**config.mk**
```make
export PLATFORM = sky130hd
export DESIGN_NAME = pattern_sequencer
export DESIGN_NICKNAME = d
export VERILOG_FILES = /design/src/rtl/pattern_sequencer.sv
export SDC_FILE = /design/constraint.sdc
export NUM_CORES = 1
export LEC_CHECK = 0
export ABC_AREA = 1
export CORE_MARGIN = 4
export CORE_UTILIZATION = 54
export DETAILED_ROUTE_END_ITERATION = 12
export PLACE_DENSITY = 0.8
export SYNTH_ARGS = -nofsm -noshare
export SYNTH_HDL_FRONTEND = slang
export SYNTH_SLANG_ARGS = --single-unit
```
**constraint.sdc**
```tcl
create_clock -name clk_dot -period 2.2 [get_ports clk_dot]
set_clock_uncertainty 0.15 [all_clocks]
set_input_delay 0.44 -clock clk_dot [delete_from_list [all_inputs] [get_ports clk_dot]]
set_output_delay 0.44 -clock clk_dot [all_outputs]
set_load 0.1 [all_outputs]
```
**src/rtl/pattern_sequencer.sv**
```systemverilog
// rtl/pattern_sequencer.sv - frame-synchronous VGA test-pattern selector and pixel colour generator
module pattern_sequencer #(
    parameter int H_ACTIVE        = 1280,
    parameter int V_ACTIVE        = 720,
    parameter int AUTO_FRAMES     = 120,
    parameter int DEBOUNCE_CYCLES = 250000
) (
    input  logic        clk_dot,
    input  logic        reset,
    input  logic        vid_new_frame,
    input  logic        vga_active,
    input  logic [10:0] x,
    input  logic [9:0]  y,
    input  logic        btn_next,
    input  logic        auto_en,
    output logic [11:0] color,
    output logic [1:0]  pattern_id,
    output logic        pattern_changed
);

    localparam int              DB_W     = $clog2(DEBOUNCE_CYCLES);
    localparam logic [DB_W-1:0] DB_MAX   = DB_W'(DEBOUNCE_CYCLES - 1);
    localparam logic [11:0]     AUTO_MAX = 12'(AUTO_FRAMES - 1);
    localparam int              BAR_W    = H_ACTIVE / 8;
    localparam logic [11:0]     B1       = 12'(BAR_W);
    localparam logic [11:0]     B2       = 12'(2 * BAR_W);
    localparam logic [11:0]     B3       = 12'(3 * BAR_W);
    localparam logic [11:0]     B4       = 12'(4 * BAR_W);
    localparam logic [11:0]     B5       = 12'(5 * BAR_W);
    localparam logic [11:0]     B6       = 12'(6 * BAR_W);
    localparam logic [11:0]     B7       = 12'(7 * BAR_W);
    localparam logic [11:0]     X_LIM    = 12'(H_ACTIVE);
    localparam logic [10:0]     Y_LIM    = 11'(V_ACTIVE);
    localparam logic [11:0]     X_LAST   = 12'(H_ACTIVE - 1);
    localparam logic [10:0]     Y_LAST   = 11'(V_ACTIVE - 1);

    typedef enum logic [1:0] {
        BARS     = 2'd0,
        GRID     = 2'd1,
        CHECKER  = 2'd2,
        GRADIENT = 2'd3
    } pattern_t;

    pattern_t        state_q, state_d;
    logic            sync1, sync2;
    logic            db_level, db_level_d;
    logic [DB_W-1:0] db_cnt;
    logic            pending;
    logic [11:0]     frame_cnt;
    logic            db_rise, auto_hit, advance;
    logic [11:0]     pix_color;
    logic [11:0]     xw;
    logic [10:0]     yw;

    assign xw = {1'b0, x};
    assign yw = {1'b0, y};

    // The debounce counter only runs while the synchronized input disagrees with the accepted level
    always_ff @(posedge clk_dot or posedge reset) begin
        if (reset) begin
            sync1      <= 1'b0;
            sync2      <= 1'b0;
            db_level   <= 1'b0;
            db_level_d <= 1'b0;
            db_cnt     <= '0;
        end else begin
            sync1      <= btn_next;
            sync2      <= sync1;
            db_level_d <= db_level;
            if (sync2 == db_level) begin
                db_cnt <= '0;
            end else if (db_cnt == DB_MAX) begin
                db_level <= sync2;
                db_cnt   <= '0;
            end else begin
                db_cnt <= db_cnt + 1'b1;
            end
        end
    end

    assign db_rise  = db_level & ~db_level_d;
    assign auto_hit = vid_new_frame & auto_en & (frame_cnt == AUTO_MAX);
    assign advance  = vid_new_frame & (pending | auto_hit);

    // A rise on the consuming cycle re-arms pending so that press is shown next frame
    always_ff @(posedge clk_dot or posedge reset) begin
        if (reset) begin
            pending   <= 1'b0;
            frame_cnt <= '0;
        end else begin
            pending <= (pending & ~advance) | db_rise;
            if (!auto_en || advance) begin
                frame_cnt <= '0;
            end else if (vid_new_frame) begin
                frame_cnt <= frame_cnt + 12'd1;
            end
        end
    end

    always_comb begin
        state_d = state_q;
        if (advance) begin
            state_d = pattern_t'(state_q + 2'd1);
        end
    end

    always_ff @(posedge clk_dot or posedge reset) begin
        if (reset) begin
            state_q         <= BARS;
            pattern_changed <= 1'b0;
        end else begin
            state_q         <= state_d;
            pattern_changed <= advance;
        end
    end

    assign pattern_id = state_q;

    always_comb begin
        pix_color = 12'h000;
        if (vga_active && (xw < X_LIM) && (yw < Y_LIM)) begin
            case (state_q)
                BARS: begin
                    if      (xw < B1) pix_color = 12'hFFF;
                    else if (xw < B2) pix_color = 12'hFF0;
                    else if (xw < B3) pix_color = 12'h0FF;
                    else if (xw < B4) pix_color = 12'h0F0;
                    else if (xw < B5) pix_color = 12'hF0F;
                    else if (xw < B6) pix_color = 12'hF00;
                    else if (xw < B7) pix_color = 12'h00F;
                    else              pix_color = 12'h000;
                end
                GRID: begin
                    if ((x[4:0] == 5'd0) || (y[4:0] == 5'd0) || (xw == X_LAST) || (yw == Y_LAST))
                        pix_color = 12'hFFF;
                end
                CHECKER: begin
                    if (x[5] ^ y[5]) pix_color = 12'hFFF;
                end
                GRADIENT: begin
                    pix_color = {x[7:4], y[7:4], ~x[7:4]};
                end
                default: pix_color = 12'h000;
            endcase
        end
    end

    always_ff @(posedge clk_dot or posedge reset) begin
        if (reset) begin
            color <= 12'h000;
        end else begin
            color <= pix_color;
        end
    end

endmodule

```
* After elaboration in Yosys (flattened, before gate mapping)
Index checks and enable logic that the tools add are counted.
** Word-level totals
- Memories kept :: 0
- Flip-flop bits (word level) :: 50
- Input port bits :: 27
- Output and inout bits :: 15
- Bits in writable memories :: 0
- Latch bits :: 0
- Logic and storage cells :: 69
- ROM bits :: 0
** Cells by class
- Shift operators :: 0
- $mul :: 0
- Mux-type cells :: 15
- Bitwise logic cells :: 12
- Eq/ne operators :: 8
- Order comparisons :: 9
- Add/sub/neg operators :: 3
- Reduce and logical (&&, ||, !) cells :: 12
- Divide/modulo/power cells :: 0
** Operator list (count)
- $mux 12 :: 11
- $pmux 12 s4 :: 1
- $mux 18 :: 2
- $lt 11x10->1 const B :: 3
- $lt 11x11->1 const B :: 2
- $lt 11x9->1 const B :: 2
- $add 18x1->18 const B :: 1
- $eq 18x18->1 const B :: 1
- $add 12x1->12 const B :: 1
- $eq 12x7->1 const B :: 1
- $eq 11x11->1 const B :: 1
- $lt 11x8->1 const B :: 1
- $eq 10x10->1 const B :: 1
- $logic_not 5->1 :: 2
- $lt 10x10->1 const B :: 1
- $and 1x1->1 :: 5
- $eq 2x2->1 const B :: 2
- $logic_or 1x1->1 :: 4
- $mux 4 :: 1
- $not 4->4 :: 1
- $not 1->1 :: 3
- $add 2x1->2 const B :: 1
- $eq 2x1->1 const B :: 1
- $logic_and 1x1->1 :: 2
- other kinds (7) :: 8

* Longest topological paths before layout
Gate-level depths: netlist of run 1.
- Depth in word-level cells :: 10
- Gate-level depth with buffers :: 10
- Mapped depth without buffers :: 10

* Worst setup path after synthesis of run 1
OpenSTA, ideal clock, no wires.
- Kind :: reg-to-reg
- Start :: reg state_q[0], in the netlist pattern_id[0]
- End :: reg color[2]
- Arrival time :: 1.961 ns
- Stages on the path, launching flop included :: 10
- Data required time :: 1.918 ns
- Slack :: -0.043 ns
- Cells stage by stage :: dfrtp_1 inv_1 ha_1 nand2_1 nor2_1 buf_2 a211oi_1 nand2_1 nand2_1 a21oi_1
** On the way
- Longest elaborated chain between the ends :: 3
- Elaborated cells between the ends (all ways) :: 6
** Ends and longest elaborated chain
- start, declared :: line 44 : pattern_t state_q, state_d;
- start signal, assigned :: line 112 : state_q <= state_d;
- $eq 2x2->1 (tied with other cells) :: line 122 : case (state_q)
- $pmux 12 s4 * :: line 122
- $mux 12 * :: line 121 : if (vga_active && (xw < X_LIM) && (yw < Y_LIM)) begin
- via pix_color[2] :: line 51 : logic [11:0] pix_color;
- end signal, assigned :: line 152 : color <= pix_color;
- end, declared :: line 16 : output logic [11:0] color,
The timed path passes the listed nets; every way through them passes the cells marked *.
A chain may end at the register's enable or synchronous reset.

* Final worst setup path of run 1
Same ends and word-level chain as after synthesis.

==> metrics.txt, run 1 <==
Die Wd 80.6 um; EDFF count, synth 0; number of H-tree levels 2; syn_area_per_cell around 7.5 um2; DR WL/cell 11.8 um; cts repair resizes 0; Max Fanout on Critical Path 10; GRT overflow 0; post-route ant nets 0; share of cells above drive strength 1 about 11%; first-pass GRT wire length between 10 and 15 mm; DR vias between 2000 and 3000; register area 1250 um2; Total GRT Usage about a fifth; Area growth syn-to-layout 20.5%; normalized max-slew margin 74.3%; CTS tree done; share of the synthesized area in the top cell type between 40% and 50%; dpl cells approximately 490; antenna violations before repair 0; worst-margin pin slew 0.383 ns; final WL approximately 5.9 mm; register bit total from synthesis 50; RSZ-0062 raised after global routing no; Synth cell types 33; First-pass DRT Iterations 5; Seq/Total Area, Yosys 44.0%; endpoints failing hold 0; # DRC 0; Worst Hold Class flop to flop; Post-CTS Setup Repair Bufs 0; Req. time, crit path around 2.2 ns; row cnt 26; synthesized net count slightly above 400; Fmax 508 MHz; vias in the first global route ~2400; Die Y between 80 and 90 um; Clock Latency Late Sink between 0.3 and 0.4 ns; top cells by count, synth 87 x nand2_1, 57 x inv_1, 50 x dfrtp_1, 47 x nor2_1, 26 x nand3_1; I/O pins 42; status finished clean; DRT iter0 DRCs about 100; Final period util between 80% and 90%; TNS Setup 0 ns; CP Launch Type flop; Cells after Synth ~380; Pleak approximately 1.7 nW; clock root cell clkbuf_8; clock-pin slew on the worst setup and hold paths 0.10 ns; Power Dens Cells 638 nW/um2; R2R Setup Slk approximately 0.23 ns; Starting Density between 50 and 60%; most frequent cell after synthesis nand2_1; area leader, netlist dfrtp_1; Final setup viols 0; CTS max path bufs 2; Final nets 459; Ys Warns 0; post-synthesis async set-or-reset flop share between 90% and 100%; fin. max-slew vios 0; Max IR drop VDD between 0.4 and 0.5 mV; TritonCTS Buffers 5; crit path time final slightly below 2 ns; CP arrival 2.00 ns; Fillers ~450; hold_buf cts 0; synthesized area between 2000 and 3000 um2; HPWL after DPL about 4.6 mm; Main synth FF type dfrtp_1; die area approximately 6500 um2; footprint of the multi-input gates roughly 1300 um2; buffers added on ports 41; DR vias/cell 5.06; final non-filler cell total 497; ant diodes 0; pin count of the biggest net entering global routing between 50 and 60; max-cap violations 0; core area about 5100 um2; Sink Count 50; capturing element type of the critical path flop; Synth area leaders dfrtp_1 44%, nand2_1 11%, inv_1 7.5%; critical path class flop to flop; GPL Wtd Cong about 0.86
placed cells by master, fill, tap and decap left out, types with 7 or more instances in the layout:
master            n
nand3_1          26
o21ai_0          13
nor2_1           47
nand2_1          87
dfrtp_1          49
clkdlybuf4s50_1  26
inv_1            56
nand4_1          10
nor3_1           13
buf_4            19
xor2_1            7
a21oi_1          18
state kept, by name, indices dropped and copies added (netlist names):
signal           flops
db_level_d           1
sync1                1
pattern_id           2
sync2                1
db_level             1
color               12
pattern_changed      1
db_cnt              18
frame_cnt           12
pending              1
per-stage QoR:
step | power (W) | util [%] | instance area (um2) | setup WS (ns) | hold slack [ns]
after detailed placement | 0.00164 | 65.2 | 3330 | 0.0870 | 0.200
after global routing | 0.00232 | 67.1 | 3430 | 0.0965 | 0.235
final | 0.00219 | 67.1 | 3430 | 0.232 | 0.228
after CTS | 0.00221 | 67.1 | 3430 | 0.257 | 0.225
after global placement | 0.00164 | 65.2 | 3330 | 0.118 | 0.183
after floorplan | 0.00146 | - | 2850 | 0.109 | 0.181
critical path: stages (launching register included):
cell and delay [ns]:
dfrtp_2 0.44, inv_1 0.14, ha_1 0.31, clkinv_1 0.29, a31oi_1 0.40, a21oi_1 0.12
report_power, final:
part	total [W]	switching, W	leakage (nW)	internal [W]
Combinational	0.000634	0.000448	0.970	0.000185
Sequential	0.000985	0.0000254	0.681	0.000960
Clock	0.000569	0.000331	0.0506	0.000238
Total	0.00219	0.000805	1.70	0.00138
worst paths after layout:
kind,from,cells past startpoint,endpoint
min in group asynchronous,reset,3,frame_cnt[6]
min reg2reg,sync1,0,sync2
max,pattern_id[0],5,color[2]
max in group asynchronous,reset,3,pattern_id[0]
max reg2reg,pattern_id[0],5,color[2]
min,sync1,0,sync2
per-layer routing:
| metal | vias to the layer above | share of wire, % | GRT usage, % |
|---|---|---|---|
| li1 | 1301 | - | - |
| met1 | 1163 | 45 | 25.5 |
| met2 | 47 | 49 | 35.8 |
| met3 | 6 | 4.3 | 4.37 |
| met4 | 0 | 1.5 | 7.43 |
| met5 | - | 0 | 0 |
area by class of cell:
type                    instances  area share (%)
multi-input cells             263            39.2
flip-flops and latches         50            36.5
repair buffers                 46            12.3
inverters                      60            6.57
well taps                      70            2.55
clock buffers                   5            2.01
clock inverters                 3           0.839
kinds of logic (layout without fill, tap and decap cells):
| kind of cell | count (synthesis) | after routing | share of synthesized area, % |
|---|---|---|---|
| AO/OA/AOI/OAI | 43 | 43 | 8.31 |
| XOR/XNOR | 11 | 11 | 3.38 |
| adder cells (fa/ha/maj) | 6 | 6 | 2.64 |
| buffers and inverters | 65 | 114 | 8.84 |
| flip-flops | 50 | 50 | 44.0 |
| AND/OR/NAND/NOR | 203 | 203 | 32.9 |
Power figures use the tool's default switching activity.
==> run 2, diff against run 1 <==
Settings changed: CORE_UTILIZATION 54 to 55, PLACE_DENSITY 0.8 to 0.81, SKIP_LAST_GASP set to 1.
Clock period 2.2 ns to 2.4 ns, I/O delays scaled along.
==> run 2 against run 1 <==
  * Sequential power down 8.6%
  * Clock power down 20%
  * Global-route usage down 1.3 points
  * Flip-flop and latch count unchanged
  * Critical path type is now primary input to flop
  * Hold slack worse by 0.015 ns
  * Largest cell class unchanged
  * Critical endpoint is now color[0]
  * Routed wire length down 4.4%
  * Combinational power down 9.3%
==> metrics.txt, run 2 (synthesis results as in run 1) <==
Largest register FFs 18; worst-margin pin slew between 0.6 and 0.7 ns; DR vias roughly 2500; HPWL after DPL ~4.4 mm; Starting Density 58.3%; I/O pins 42; largest registers db_cnt: 18 flops, color: 12 flops, frame_cnt: 12 flops; Power Dens Cells 570 nW/um2; pin count of the biggest net entering global routing a little over 50; Final setup viols 0; Die Y 79.9 um; TNS Setup 0 ns; CP Launch Type primary input; crit path time final 1.94 ns; CTS max path bufs 2; Final period util between 80 and 90%; CP arrival about 2.0 ns; Total GRT Usage 19.4%; hold_buf cts 0; Fmax ~520 MHz; buffers added on ports 41; Worst Hold Class flop to flop; endpoints failing hold 0; Fillers approximately 420; commonest non-fill, non-tap cells in the layout 87 x nand2_1, 56 x inv_1, 50 x dfrtp_1; number of H-tree levels 2; ant diodes 0; capturing element type of the critical path flop; normalized max-slew margin around 55%; Clock Latency Late Sink between 0.2 and 0.3 ns; Pleak between 1.5 and 2 nW; critical path class primary input to flop; Pwr Total 0.00193 W; TritonCTS Buffers 5; clock-pin slew on the worst setup and hold paths 0.08 ns; Req. time, crit path 2.46 ns; DR WL/cell approximately 11 um; final non-filler cell total 490; row cnt 25; most common cell after layout, fill and taps aside nand2_1; max-cap violations 0; Max IR drop VDD just under 0.5 mV; clock root cell clkbuf_8; Sink Count 50; antenna violations before repair 0; GPL Wtd Cong approximately 0.90; core area ~4900 um2; post-route ant nets 0; DR vias/cell slightly above 5; Die Wd around 80 um; GRT overflow 0; CTS tree done; Final nets 456; # DRC 0; Max Fanout on Critical Path 12; final WL approximately 5.6 mm; fin. max-slew vios 0; Area growth syn-to-layout 18.9%; status finished clean; vias in the first global route 2345; RSZ-0062 raised after global routing no; cts repair resizes 0; DRT iter0 DRCs ~140; First-pass DRT Iterations 4; dpl cells approximately 480; Largest Register db_cnt; die area 6390 um2; Post-CTS Setup Repair Bufs 0; first-pass GRT wire length 9.94 mm; share of cells above drive strength 1 approximately 9.7%
-- run 2: metal layers --
layer  GRT usage, %  up-vias  part of all wire (%)
met5              0        -                     0
met1           25.9     1140                    48
met4           5.91        0                   1.4
met2           32.0       61                    47
li1               -     1288                     -
met3           3.50        6                   4.3
-- run 2: stage by stage --
step / instance area, um2 / setup slack (ns) / hold slack, ns / utilization, %
2_1_floorplan: 2850 / 0.157 / 0.181 / -
3_3_place_gp: 3300 / 0.188 / 0.185 / 67.7
3_5_place_dp: 3300 / 0.176 / 0.192 / 67.7
4_1_cts: 3380 / 0.477 / 0.217 / 69.4
5_1_grt: 3380 / 0.288 / 0.223 / 69.4
6_report: 3380 / 0.462 / 0.213 / 69.4
-- run 2: final cells by class --
cell class              instances  area (um2)  area share (%)
multi-input cells             263        1340            39.7
flip-flops and latches         50        1250            37.0
repair buffers                 43         400            11.8
inverters                      60         225            6.65
well taps                      67        83.8            2.48
clock buffers                   6        72.6            2.14
clock inverters                 1        7.51           0.222
-- run 2: critical path, stage by stage --
cell and delay, ns:
clkdlybuf4s50_1 0.63, nand2_1 0.09, nor2_1 0.09, nand3_1 0.08, nand3_1 0.09, nand2_1 0.23, nand2_1 0.14, nand2_1 0.06
a21oi_1 0.13
-- run 2: power by group --
group	switching (W)	internal, W
registers	0.0000213	0.000879
logic	0.000410	0.000165
clock network	0.000253	0.000200
-- run 2: worst paths after layout --
kind                            slack, ns           from            to  depth (start not counted)
worst max-delay path                 0.46           x[7]      color[0]                          9
worst min register to register       0.21          sync1         sync2                          0
max in group asynchronous            1.50          reset  frame_cnt[4]                          3
worst min-delay path                 0.21          sync1         sync2                          0
worst max register to register       0.48  pattern_id[0]      color[0]                          5
min in group asynchronous            0.38          reset    db_cnt[14]                          3
==> run 3, diff against run 2 <==
Settings changed: CORE_UTILIZATION 55 to 49, PLACE_DENSITY 0.81 to 0.76.
Clock period 2.4 ns to 1.55 ns, I/O delays scaled along.
==> run 3 against run 2 <==
  * The flow now finishes with violations (negative setup slack)
  * Count of clock-buffer cells in the layout unchanged
  * Utilization rose by 14 points
  * Power up 93%
  * Clock power is 89% higher
  * Routed wire length increased by 78%
  * Global-route usage rose by 3.6 points
  * Non-clock buffer count increased by 79
  * First-iteration DRC count is 74% higher
  * Highest routed layer unchanged
==> metrics.txt, run 3 (synthesis results as in run 1) <==
status finished with violations; Pwr Total about 0.0037 W; antenna violations before repair 0; first-pass GRT wire length ~13 mm; ant diodes 0; # DRC 0; final instance area 4650 um2; post-route ant nets 0; R2R depth 8; DR vias 3234; core area approximately 5600 um2; Final setup viols 36; Final nets between 500 and 600; Fillers about 280; Clock Latency Late Sink 0.31 ns; pin count of the biggest net entering global routing 26; I/O pins 42; WP buf/inv 2; GPL Wtd Cong ~0.9; R2R Setup Slk -0.21 ns; Area growth syn-to-layout 63.2%; buffers added on ports about 40; Final period util 113%; number of H-tree levels 2; FF-to-FF End db_cnt[4]; share of cells above drive strength 1 between 30% and 40%; CTS max path bufs 2; worst-margin pin slew 0.397 ns; setup ws final -0.205 ns; max-cap violations 0; clock root cell clkbuf_8; Die Wd ~84 um; Combinational Power Share roughly 39%; RSZ-0062 raised after global routing yes; TritonCTS Buffers 5; First-pass DRT Iterations 5; row cnt 27; DR vias/cell 5.62; GRT overflow 0; clock-pin slew on the worst setup and hold paths approximately 0.10 ns; Worst Hold Class primary input to asynchronous set/reset pin; crit-path cells ha_2 -> nand2_2 -> nor2_4 -> buf_4 -> nand4_1 -> nand2_2 -> buf_6 -> nor2_1; Power Dens Cells between 800 and 900 nW/um2; HPWL after DPL between 5 and 6 mm; DRT iter0 DRCs 246; endpoints failing hold 0; final WL approximately 10 mm; Sink Count 50; Pint between 0.002 and 0.0025 W; die area around 7000 um2; final core utilization between 80% and 90%; most common cell after layout, fill and taps aside nand2_1; hold_buf cts 0; crit path time final roughly 1.8 ns; CP Launch Type flop; CP max-delay cell dfrtp_1; most frequent cell on the critical path nand2_2; Reg power frac between 30% and 40%; largest registers db_cnt: 18 flops, color: 12 flops, frame_cnt: 12 flops; Max Fanout on Critical Path 8; Largest register FFs 18; DR WL/cell approximately 17 um; vias in the first global route 2942; worst hold slack 0.179 ns; CTS tree done; Die Y ~84 um; CP arrival between 1.5 and 2 ns; normalized max-slew margin 73.3%; Starting Density about 51%; Total GRT Usage between 20% and 30%; fin. max-slew vios 0; critical path's largest stage delay between 0.3 and 0.4 ns; critical path class flop to flop; sw frac 37.5%; P_sw approximately 0.0014 W; failing checks negative setup slack; Max IR drop VDD between 0.6 and 0.7 mV; pre-CTS WS -0.456 ns; DP Area 4020 um2; Clock power frac between 20% and 30%; Reg-to-Reg Start db_cnt[1]; delay-heaviest family, CP simple AND/OR/NAND/NOR gates; Fmax between 500 and 600 MHz; Pleak around 2.3 nW; Largest Register db_cnt; Req. time, crit path 1.61 ns; capturing element type of the critical path flop; commonest non-fill, non-tap cells in the layout 71 x nand2_1, 68 x buf_4, 48 x inv_1
-- run 3: metrics by stage --
| step | cells | TNS (ns) |
|---|---|---|
| after global routing | 575 | -7.13 |
| after CTS | 567 | -1.48 |
| after floorplan | 378 | -2.24 |
| final | 575 | -3.59 |
| after detailed placement | 547 | -10.58 |
| after global placement | 547 | -8.95 |
-- run 3: area by class of cell --
cell class / count / area [um2] / share of cell area [%]
flip-flops and latches: 50 / 1250 / 27.0
multi-input cells: 263 / 1710 / 36.9
inverters: 60 / 241 / 5.20
clock inverters: 2 / 16.3 / 0.350
repair buffers: 122 / 1250 / 26.8
well taps: 72 / 90.1 / 1.94
clock buffers: 6 / 82.6 / 1.78
-- run 3: how the worst max path moves through the flow --
| stage | end | slack, ns | depth (start not counted) | startpoint |
|---|---|---|---|---|
| final | db_cnt[4] | -0.21 | 8 | db_cnt[1] |
| after global routing | db_cnt[12] | -0.32 | 8 | db_cnt[1] |
| after CTS | pattern_id[1] | -0.08 | 10 | frame_cnt[0] |
| after detailed placement | color[2] | -0.46 | 9 | x[7] |
| after global placement | color[11] | -0.41 | 10 | x[8] |
| after floorplan | color[2] | -0.21 | 9 | pattern_id[0] |
-- run 3: power by group through the flow --
stage | Sequential (W) | Combinational (W) | Clock (W)
after global routing | 0.00144 | 0.00151 | 0.000921
after floorplan | 0.00175 | 0.000386 | 0
after global placement | 0.00145 | 0.00118 | 0
after detailed placement | 0.00145 | 0.00120 | 0
final | 0.00143 | 0.00144 | 0.000856
after CTS | 0.00142 | 0.00122 | 0.000828
-- run 3: worst reg2reg max path, stage by stage (launching register included) --
cell,delay (ns)
dfrtp_1,0.39
ha_2,0.23
nand2_2,0.10
nor2_4,0.14
buf_4,0.14
nand4_1,0.13
nand2_2,0.15
buf_6,0.16
nor2_1,0.07
-- run 3: repair_timing --
| item | 4_1_cts | 5_1_grt |
|---|---|---|
| pin swaps | 17 | 32 |
| buffers inserted | 12 | 9 |
| gates resized for setup | 41 | 71 |
| setup endpoints to repair | 41 | 46 |
-- run 3: routing by layer --
| metal | global-route usage [%] | share of wire (%) | wire, um | vias up |
|---|---|---|---|---|
| met1 | 25.2 | 36 | 3600 | 1557 |
| met4 | 5.70 | 4.3 | 428 | 0 |
| li1 | - | - | - | 1452 |
| met3 | 3.63 | 6.2 | 618 | 54 |
| met5 | 0 | 0 | 0 | - |
| met2 | 45.6 | 54 | 5350 | 171 |
